===== src/rtl/hazard_scoreboard.sv =====
// In-order pipeline hazard scoreboard: tracks in-flight writers, selects forwarding sources,
// raises load-use stalls and sequences exception flushes that may be deferred by an external freeze.
module hazard_scoreboard #(
  parameter int NREG      = 32,
  parameter int NSTAGE    = 3,
  parameter int EXC_STAGE = 1,
  parameter int CNTW      = 32
) (
  input  logic                        clk,
  input  logic                        resetn,
  input  logic                        d_valid,
  input  logic [$clog2(NREG)-1:0]     d_rs,
  input  logic [$clog2(NREG)-1:0]     d_rt,
  input  logic                        d_rs_used,
  input  logic                        d_rt_used,
  input  logic                        d_wen,
  input  logic [$clog2(NREG)-1:0]     d_waddr,
  input  logic [$clog2(NSTAGE+1)-1:0] d_lat,
  input  logic                        ext_stall,
  input  logic                        exc_req,
  output logic [$clog2(NSTAGE+1)-1:0] rs_fwd,
  output logic [$clog2(NSTAGE+1)-1:0] rt_fwd,
  output logic                        stall_f,
  output logic                        stall_d,
  output logic                        flush_d,
  output logic                        flush_e,
  output logic                        d_issue,
  output logic [CNTW-1:0]             hz_stall_cnt
);

  localparam int AW = $clog2(NREG);
  localparam int LW = $clog2(NSTAGE+1);

  typedef enum logic {IDLE, FLUSH_PEND} state_e;

  state_e              state_q;
  logic [NSTAGE-1:0]   valid_q, valid_d;
  logic [AW-1:0]       waddr_q [NSTAGE];
  logic [AW-1:0]       waddr_d [NSTAGE];
  logic [LW-1:0]       rem_q   [NSTAGE];
  logic [LW-1:0]       rem_d   [NSTAGE];
  logic [CNTW-1:0]     cnt_q;

  logic [LW-1:0]       rs_fwd_c, rt_fwd_c;
  logic                rs_haz, rt_haz, hazard;
  logic                advance, flush, issue, cnt_inc;
  logic [NSTAGE-1:0]   keep;

  // Scan oldest to youngest so the youngest matching writer overrides.
  always_comb begin
    rs_fwd_c = '0;
    rt_fwd_c = '0;
    rs_haz   = 1'b0;
    rt_haz   = 1'b0;
    for (int i = NSTAGE-1; i >= 0; i--) begin
      if (d_rs_used && d_rs != '0 && valid_q[i] && waddr_q[i] == d_rs) begin
        rs_haz   = (rem_q[i] != '0);
        rs_fwd_c = (rem_q[i] == '0) ? LW'(i+1) : '0;
      end
      if (d_rt_used && d_rt != '0 && valid_q[i] && waddr_q[i] == d_rt) begin
        rt_haz   = (rem_q[i] != '0);
        rt_fwd_c = (rem_q[i] == '0) ? LW'(i+1) : '0;
      end
    end
  end

  assign hazard  = rs_haz | rt_haz;
  assign advance = !ext_stall;
  assign flush   = !ext_stall && ((state_q == IDLE && exc_req) || state_q == FLUSH_PEND);
  assign issue   = d_valid && !hazard && !ext_stall && state_q == IDLE && !exc_req;
  assign cnt_inc = advance && hazard && !flush && !(&cnt_q);

  always_comb begin
    for (int i = 0; i < NSTAGE; i++) begin
      keep[i] = valid_q[i] && !(flush && i <= EXC_STAGE);
    end
    valid_d[0] = issue && d_wen && d_waddr != '0;
    waddr_d[0] = d_waddr;
    rem_d[0]   = d_lat;
    for (int i = 1; i < NSTAGE; i++) begin
      valid_d[i] = keep[i-1];
      waddr_d[i] = waddr_q[i-1];
      rem_d[i]   = (rem_q[i-1] == '0) ? '0 : rem_q[i-1] - LW'(1);
    end
  end

  always_ff @(posedge clk or negedge resetn) begin
    if (!resetn) begin
      state_q <= IDLE;
      valid_q <= '0;
      cnt_q   <= '0;
      for (int i = 0; i < NSTAGE; i++) begin
        waddr_q[i] <= '0;
        rem_q[i]   <= '0;
      end
    end else begin
      case (state_q)
        IDLE:       if (exc_req && ext_stall) state_q <= FLUSH_PEND;
        FLUSH_PEND: if (!ext_stall)           state_q <= IDLE;
        default:                              state_q <= IDLE;
      endcase
      if (advance) begin
        valid_q <= valid_d;
        for (int i = 0; i < NSTAGE; i++) begin
          waddr_q[i] <= waddr_d[i];
          rem_q[i]   <= rem_d[i];
        end
      end
      if (cnt_inc) cnt_q <= cnt_q + CNTW'(1);
    end
  end

  // Control outputs are forced quiet while reset is held, regardless of live inputs.
  assign rs_fwd       = resetn ? rs_fwd_c : '0;
  assign rt_fwd       = resetn ? rt_fwd_c : '0;
  assign stall_f      = resetn && (ext_stall || (hazard && !flush));
  assign stall_d      = resetn && (ext_stall || (hazard && !flush));
  assign flush_d      = resetn && flush;
  assign flush_e      = resetn && (flush || (hazard && !ext_stall));
  assign d_issue      = resetn && issue;
  assign hz_stall_cnt = cnt_q;

endmodule

===== config.mk =====
export PLATFORM = sky130hd
export DESIGN_NAME = hazard_scoreboard
export DESIGN_NICKNAME = d
export VERILOG_FILES = /design/src/rtl/hazard_scoreboard.sv
export SDC_FILE = /design/constraint.sdc
export NUM_CORES = 1
export LEC_CHECK = 0
export ABC_AREA = 1
export ABC_CLOCK_PERIOD_IN_PS = 1900
export CORE_ASPECT_RATIO = 1.4
export CORE_MARGIN = 2
export CORE_UTILIZATION = 25
export DETAILED_ROUTE_END_ITERATION = 16
export DONT_BUFFER_PORTS = 1
export GPL_TIMING_DRIVEN = 0
export HOLD_SLACK_MARGIN = 0.05
export SLEW_MARGIN = 20
export SYNTH_ARGS = -nofsm -noshare
export SYNTH_HDL_FRONTEND = slang
export SYNTH_SLANG_ARGS = --single-unit

===== constraint.sdc =====
create_clock -name clk -period 1.9 [get_ports clk]
set_clock_uncertainty 0.1 [all_clocks]
set_input_delay 0.38 -clock clk [delete_from_list [all_inputs] [get_ports clk]]
set_output_delay 0.38 -clock clk [all_outputs]
set_load 0.05 [all_outputs]

Word level (Yosys, flattened, before mapping)
Index checks and enable logic that the tools add are counted.
{ "word_totals": {"ff_bits": 57, "inputBits": 25, "output_inout_bits": 41, "word_cells": 93} }
{ "op_classes": {"add_sub_neg": 3, "n_eq_ne": 6, "n_mux": 22, "bitwise_logic": 2, "n_reduce_logical": 51} }
{ "op_table": {"columns": ["op", "n"], "rows": [
  ["$logic_and A1 B1 Y1", 33],
  ["$add A32 B1 Y32 const B", 1],
  ["$reduce_and A32 Y1", 1],
  ["$eq A5 B5 Y1", 6],
  ["$mux W2", 12],
  ["$reduce_bool A5 Y1", 3],
  ["$mux W1", 9],
  ["$logic_not A2 Y1", 3],
  ["$reduce_bool A2 Y1", 3],
  ["$logic_not A1 Y1", 5],
  ["$sub A2 B1 Y2 const B", 2],
  ["$logic_or A1 B1 Y1", 3],
  ["$pmux W1 S2", 1],
  ["$not A1 Y1", 1],
  ["$or A1 B1 Y1", 1]
]} }

Logic depth before layout (Yosys ltp)
{ "logic_depth": {"depth_word": 15, "ltp_mapped": 14} }

Worst setup path before layout
Ideal clock, no wire load.
{ "synth_timing": {"path_type": "input port to output port", "from": "input d_rs[0]", "to": "output stall_f", "arrival_ps": 2415, "slack_ps": -995, "path_stages": 12, "n_path_buf": 1, "cell_sequence": "inv_1 > nor2_1 > inv_1 > nand3_1 > nor3_1 > nand3_1 > nand2_1 > nand2_1 > nand3_4 > nand2_1 > a21oi_1 > buf_4"} }
{ "synth_via": {"elab_chain_cells": 11, "word_cells_on_any_way": 18, "classes_between": "eq/ne (3); mux (3); bitwise (1); reduce/logical (11)"} }
{ "synth_lines": {"columns": ["element", "line_no", "text"], "rows": [
  ["start, declared", "12", "input logic [$clog2(NREG)-1:0] d_rs,"],
  ["$reduce_bool A5 Y1", "56", "if (d_rs_used && d_rs != '0 && valid_q[i] && waddr_q[i] == d_rs) begin"],
  ["$logic_and A1 B1 Y1 (3 in a row)", "56", null],
  ["$mux W1 (2 in a row)", "56", null],
  ["$mux W1 (*)", "56", null],
  ["$or A1 B1 Y1 (*)", "67", "assign hazard = rs_haz | rt_haz;"],
  ["$logic_and A1 B1 Y1 (*)", null, null],
  ["$logic_or A1 B1 Y1 (*)", null, null],
  ["$logic_and A1 B1 Y1 (*)", null, null],
  ["end, declared", "23", "output logic stall_f,"]
]} }
Mark *: on every way between the ends. The rest lies on a longest branch, timed or not.

Worst setup path after layout
{ "layout_timing": {"from": "register waddr_q, in the netlist waddr_d[9]", "to": "output stall_f"} }
{ "layout_via": {"elab_chain_cells": 7, "word_cells_on_any_way": 10, "classes_between": "eq/ne (2); mux (2); bitwise (1); reduce/logical (5)"} }
{ "layout_lines": {"columns": ["element", "line_no", "text"], "rows": [
  ["start, declared", "38", "logic [AW-1:0] waddr_q [NSTAGE];"],
  ["start signal, assigned by index", "105", "waddr_q[i] <= waddr_d[i];"],
  ["$eq A5 B5 Y1, on equally long branches", "56, 60", null],
  ["$logic_and A1 B1 Y1, on equally long branches", "56, 60", null],
  ["$mux W1, on equally long branches", "56, 60", null],
  ["$or A1 B1 Y1 (*)", "67", null],
  ["$logic_and A1 B1 Y1 (*)", null, null],
  ["$logic_or A1 B1 Y1 (*)", null, null],
  ["$logic_and A1 B1 Y1 (*)", null, null]
]} }
Marked as above.

==> results by group <==
Status
  • Status: finished with violations
  • Failing checks: negative setup slack

Synth
  • Yosys top cell by area: dfrtp_1
  • Synth warn: 0
  • Synthesized cell area: 3850 um2
  • Yosys top cell area share: 0.371
  • Register area share after synthesis: 0.371
  • Top post-synthesis cells by area: dfrtp_1, nand2_1, nand4_1
  • Syn_area_per_cell: ~6.7 um2
  • Flops & latches, synth: 57
  • Mapped Cells: ~570
  • Post-synth cell types: 26
  • Total nets after synthesis: about 600

Critical path
  • Endpoint type of the worst setup path: output port
  • Crit path max fanout: 4
  • CP max stage cell: dfrtp_1
  • Crit path kind: flop to output port
  • Critical path data required time: 1420 ps
  • Worst setup SP type: flop
  • Worst path cell trace: inv_1 -> nand2_1 -> nand4_1 -> nor2_2 -> nand4_1 -> nand2_1 -> inv_1 -> nand3_4 -> nand2_4 -> a21oi_4 -> buf_6
  • Worst Path Arrival: around 2300 ps
  • CP max stage delay: roughly 400 ps
  • Critical path's top delay family: simple AND/OR/NAND/NOR gates
  • Worst path bufs/invs: 3

Routing
  • Top routing layer in use: met4
  • Post-Route WL: 12.9 mm
  • Pre-antenna DRT Iters: 4
  • Wire per inst: 15.7 um
  • DR WL met2: around 6.8 mm
  • Post-route ant nets: 0
  • Initial drt markers: ~180
  • DRC viols: 0
  • M1 WL: about 4.7 mm
  • Via count: around 4k
  • Average vias per placed instance: approximately 4.8
  • Metal3 WL: around 820 um

Layout
  • Most frequent cells in the layout: nand2_1, nand4_1, nor2_1
  • Fin nets: 647
  • Commonest non-fill, non-tap cell in the layout: nand2_1
  • Layout cells sized above 1: 0.244
  • Synthesis-to-finish area growth: 31.8%
  • ANT cells: 0
  • Layout Cell Area excl Fill: between 5000 and 6000 um2

Floorplanning
  • I/O Pins: between 60 and 70
  • Starting utilization of the core area: 0.256
  • Die Area: 16400 um2
  • Site row count: 53
  • Core area: 15100 um2
  • Die height: between 150 and 200 um
  • Die Wd: approximately 110 um

Clock tree
  • CTS Buf Count: 9
  • Clock transition at path regs: 50 ps
  • CTS Buffer Depth: 2
  • CTS root buf: clkbuf_16
  • Clk_lat worst skew: roughly 330 ps
  • # clock sinks: 57
  • TritonCTS clock tree: done
  • CTS H-tree depth: 3

Placement
  • PortBufs: 0
  • Dpl cell area: ~4200 um2
  • Final GP Congestion: approximately 0.94
  • Post-DP HPWL: approximately 9.4 mm
  • Pre-CTS setup slack: -722 ps

STA
  • Final slew viol count: 0
  • Final Cycle Share: 1.47
  • Setup WS post-layout: -898 ps
  • Final setup vio count: 40
  • FMAX: between 300 and 400 MHz
  • Unrepaired setup endpoints after global routing: true
  • Max-slew headroom: 0.577
  • Fin crit period: approximately 2800 ps
  • Setup_tns: -18360 ps
  • Hold Violations, Final: 0
  • Worst Tran Pin Value: approximately 630 ps

Min path
  • Hold Path Class: input pin to flop

Pwr
  • P_leak: approximately 2.3 nW
  • Pwr Density: between 600 and 700 nW/um2
  • Maximum vdd ir drop: approximately 290 uV

Global routing
  • Total congestion overflow: 0
  • Tot GR Track Use: 0.164
  • Largest net degree at the start of global routing: 58
  • First-pass GRT wire length: 20.3 mm
  • Vias in the first global route: ~4.0k
  • Initial antenna violation count: 0

Flow run
  • Maxcap violations: 0
-- final cells by class --
cell class	count	area [um2]
Fill cell	1639	9980
Multi-Input combinational cell	442	2370
Sequential cell	57	1470
Timing Repair Buffer	38	373
Tap cell	192	240
Clock buffer	12	236
Inverter	53	199
Buffer	20	166
Clock inverter	4	20.0
-- sequential cells by signal, summed over array words and instances, names as in the netlist --
signal / flops
hz_stall_cnt: 32
rem_q: 6
state_q: 1
valid_q: 3
waddr_d: 10
waddr_q: 5
-- worst register-to-register path: stages (launching register included) --
cell and delay (ps):
dfrtp_1 410, inv_1 110, nand2_1 70, nand4_1 100
nor2_2 200, nand4_1 150, nand2_1 90, inv_1 70
nand3_4 100, buf_4 110, buf_6 90, buf_6 110
nand3_4 110, buf_6 160, buf_6 120, nand2_1 50
nand2_1 60
-- cell usage after synthesis --
master	instances
nand3_1	19
nor3b_1	1
clkbuf_1	12
nand4_1	57
inv_2	2
o31ai_1	3
nor2_1	58
dfrtp_1	57
ha_1	1
o21ai_0	20
nand2_1	225
inv_1	51
buf_6	3
nand3_4	2
nor4_1	2
nand3b_1	1
nand4_2	1
xnor2_1	14
xor2_1	16
buf_2	1
o22ai_1	1
a21oi_1	8
nor3_1	11
nor3b_2	1
buf_4	4
o211ai_1	1
-- through the flow --
| step | hold WS (ps) | utilization | power, W | cells |
|---|---|---|---|---|
| 2_1_floorplan | -15.6 | - | 0.00156 | 572 |
| 3_3_place_gp | -14.2 | 0.280 | 0.00163 | 764 |
| 3_5_place_dp | -14.2 | 0.280 | 0.00164 | 764 |
| 4_1_cts | 52.4 | 0.324 | 0.00315 | 808 |
| 5_1_grt | 71.7 | 0.337 | 0.00329 | 818 |
| 6_report | 64.9 | 0.337 | 0.00315 | 818 |
-- power by group --
| part | internal, W | switching [W] | total [W] |
|---|---|---|---|
| Combinational | 0.000125 | 0.000265 | 0.000390 |
| Sequential | 0.00127 | 0.0000624 | 0.00133 |
| Clock | 0.000872 | 0.000557 | 0.00143 |
| Total | 0.00227 | 0.000884 | 0.00315 |
-- what timing repair did --
item	in CTS	in global routing
endpoints found under the setup margin	41	42
cloned	2	0
gates resized for setup	43	40
pin swaps	20	26
hold endpoints to repair	58	0
hold buffers	3	0
buffers inserted	24	10
-- cell families (layout without fill, tap and decap cells) --
kind of cell             count (synthesis)  after routing  synth area share
AND/OR/NAND/NOR                        378            378             0.431
buffers and inverters                   73            127            0.0813
flip-flops                              57             57             0.371
AO/OA/AOI/OAI                           33             33            0.0459
XOR/XNOR                                30             30            0.0683
adder cells (fa/ha/maj)                  1              1           0.00325
-- per-layer routing --
metal,track usage,up-vias
met5,0,-
met4,0.0968,0
met3,0.0452,32
met2,0.298,97
met1,0.166,1829
li1,-,1961
-- final timing paths --
check                                       start                      endpoint  slack (ps)  depth (start not counted)
min reg2reg                  rem_q[2]$_DFFE_PN0N_          rem_q[0]$_DFFE_PN0N_         350                          1
max                        waddr_d[9]$_DFFE_PN0N_                       stall_f        -900                         11
min                                      d_lat[1]          rem_q[5]$_DFFE_PN0N_          60                          2
min in group asynchronous                  resetn        waddr_q[4]$_DFFE_PN0N_         460                          2
max in group asynchronous                  resetn   hz_stall_cnt[2]$_DFFE_PN0P_         940                          2
max reg2reg                waddr_d[9]$_DFFE_PN0N_  hz_stall_cnt[30]$_DFFE_PN0P_        -420                         16
Power figures use the tool's default switching activity.
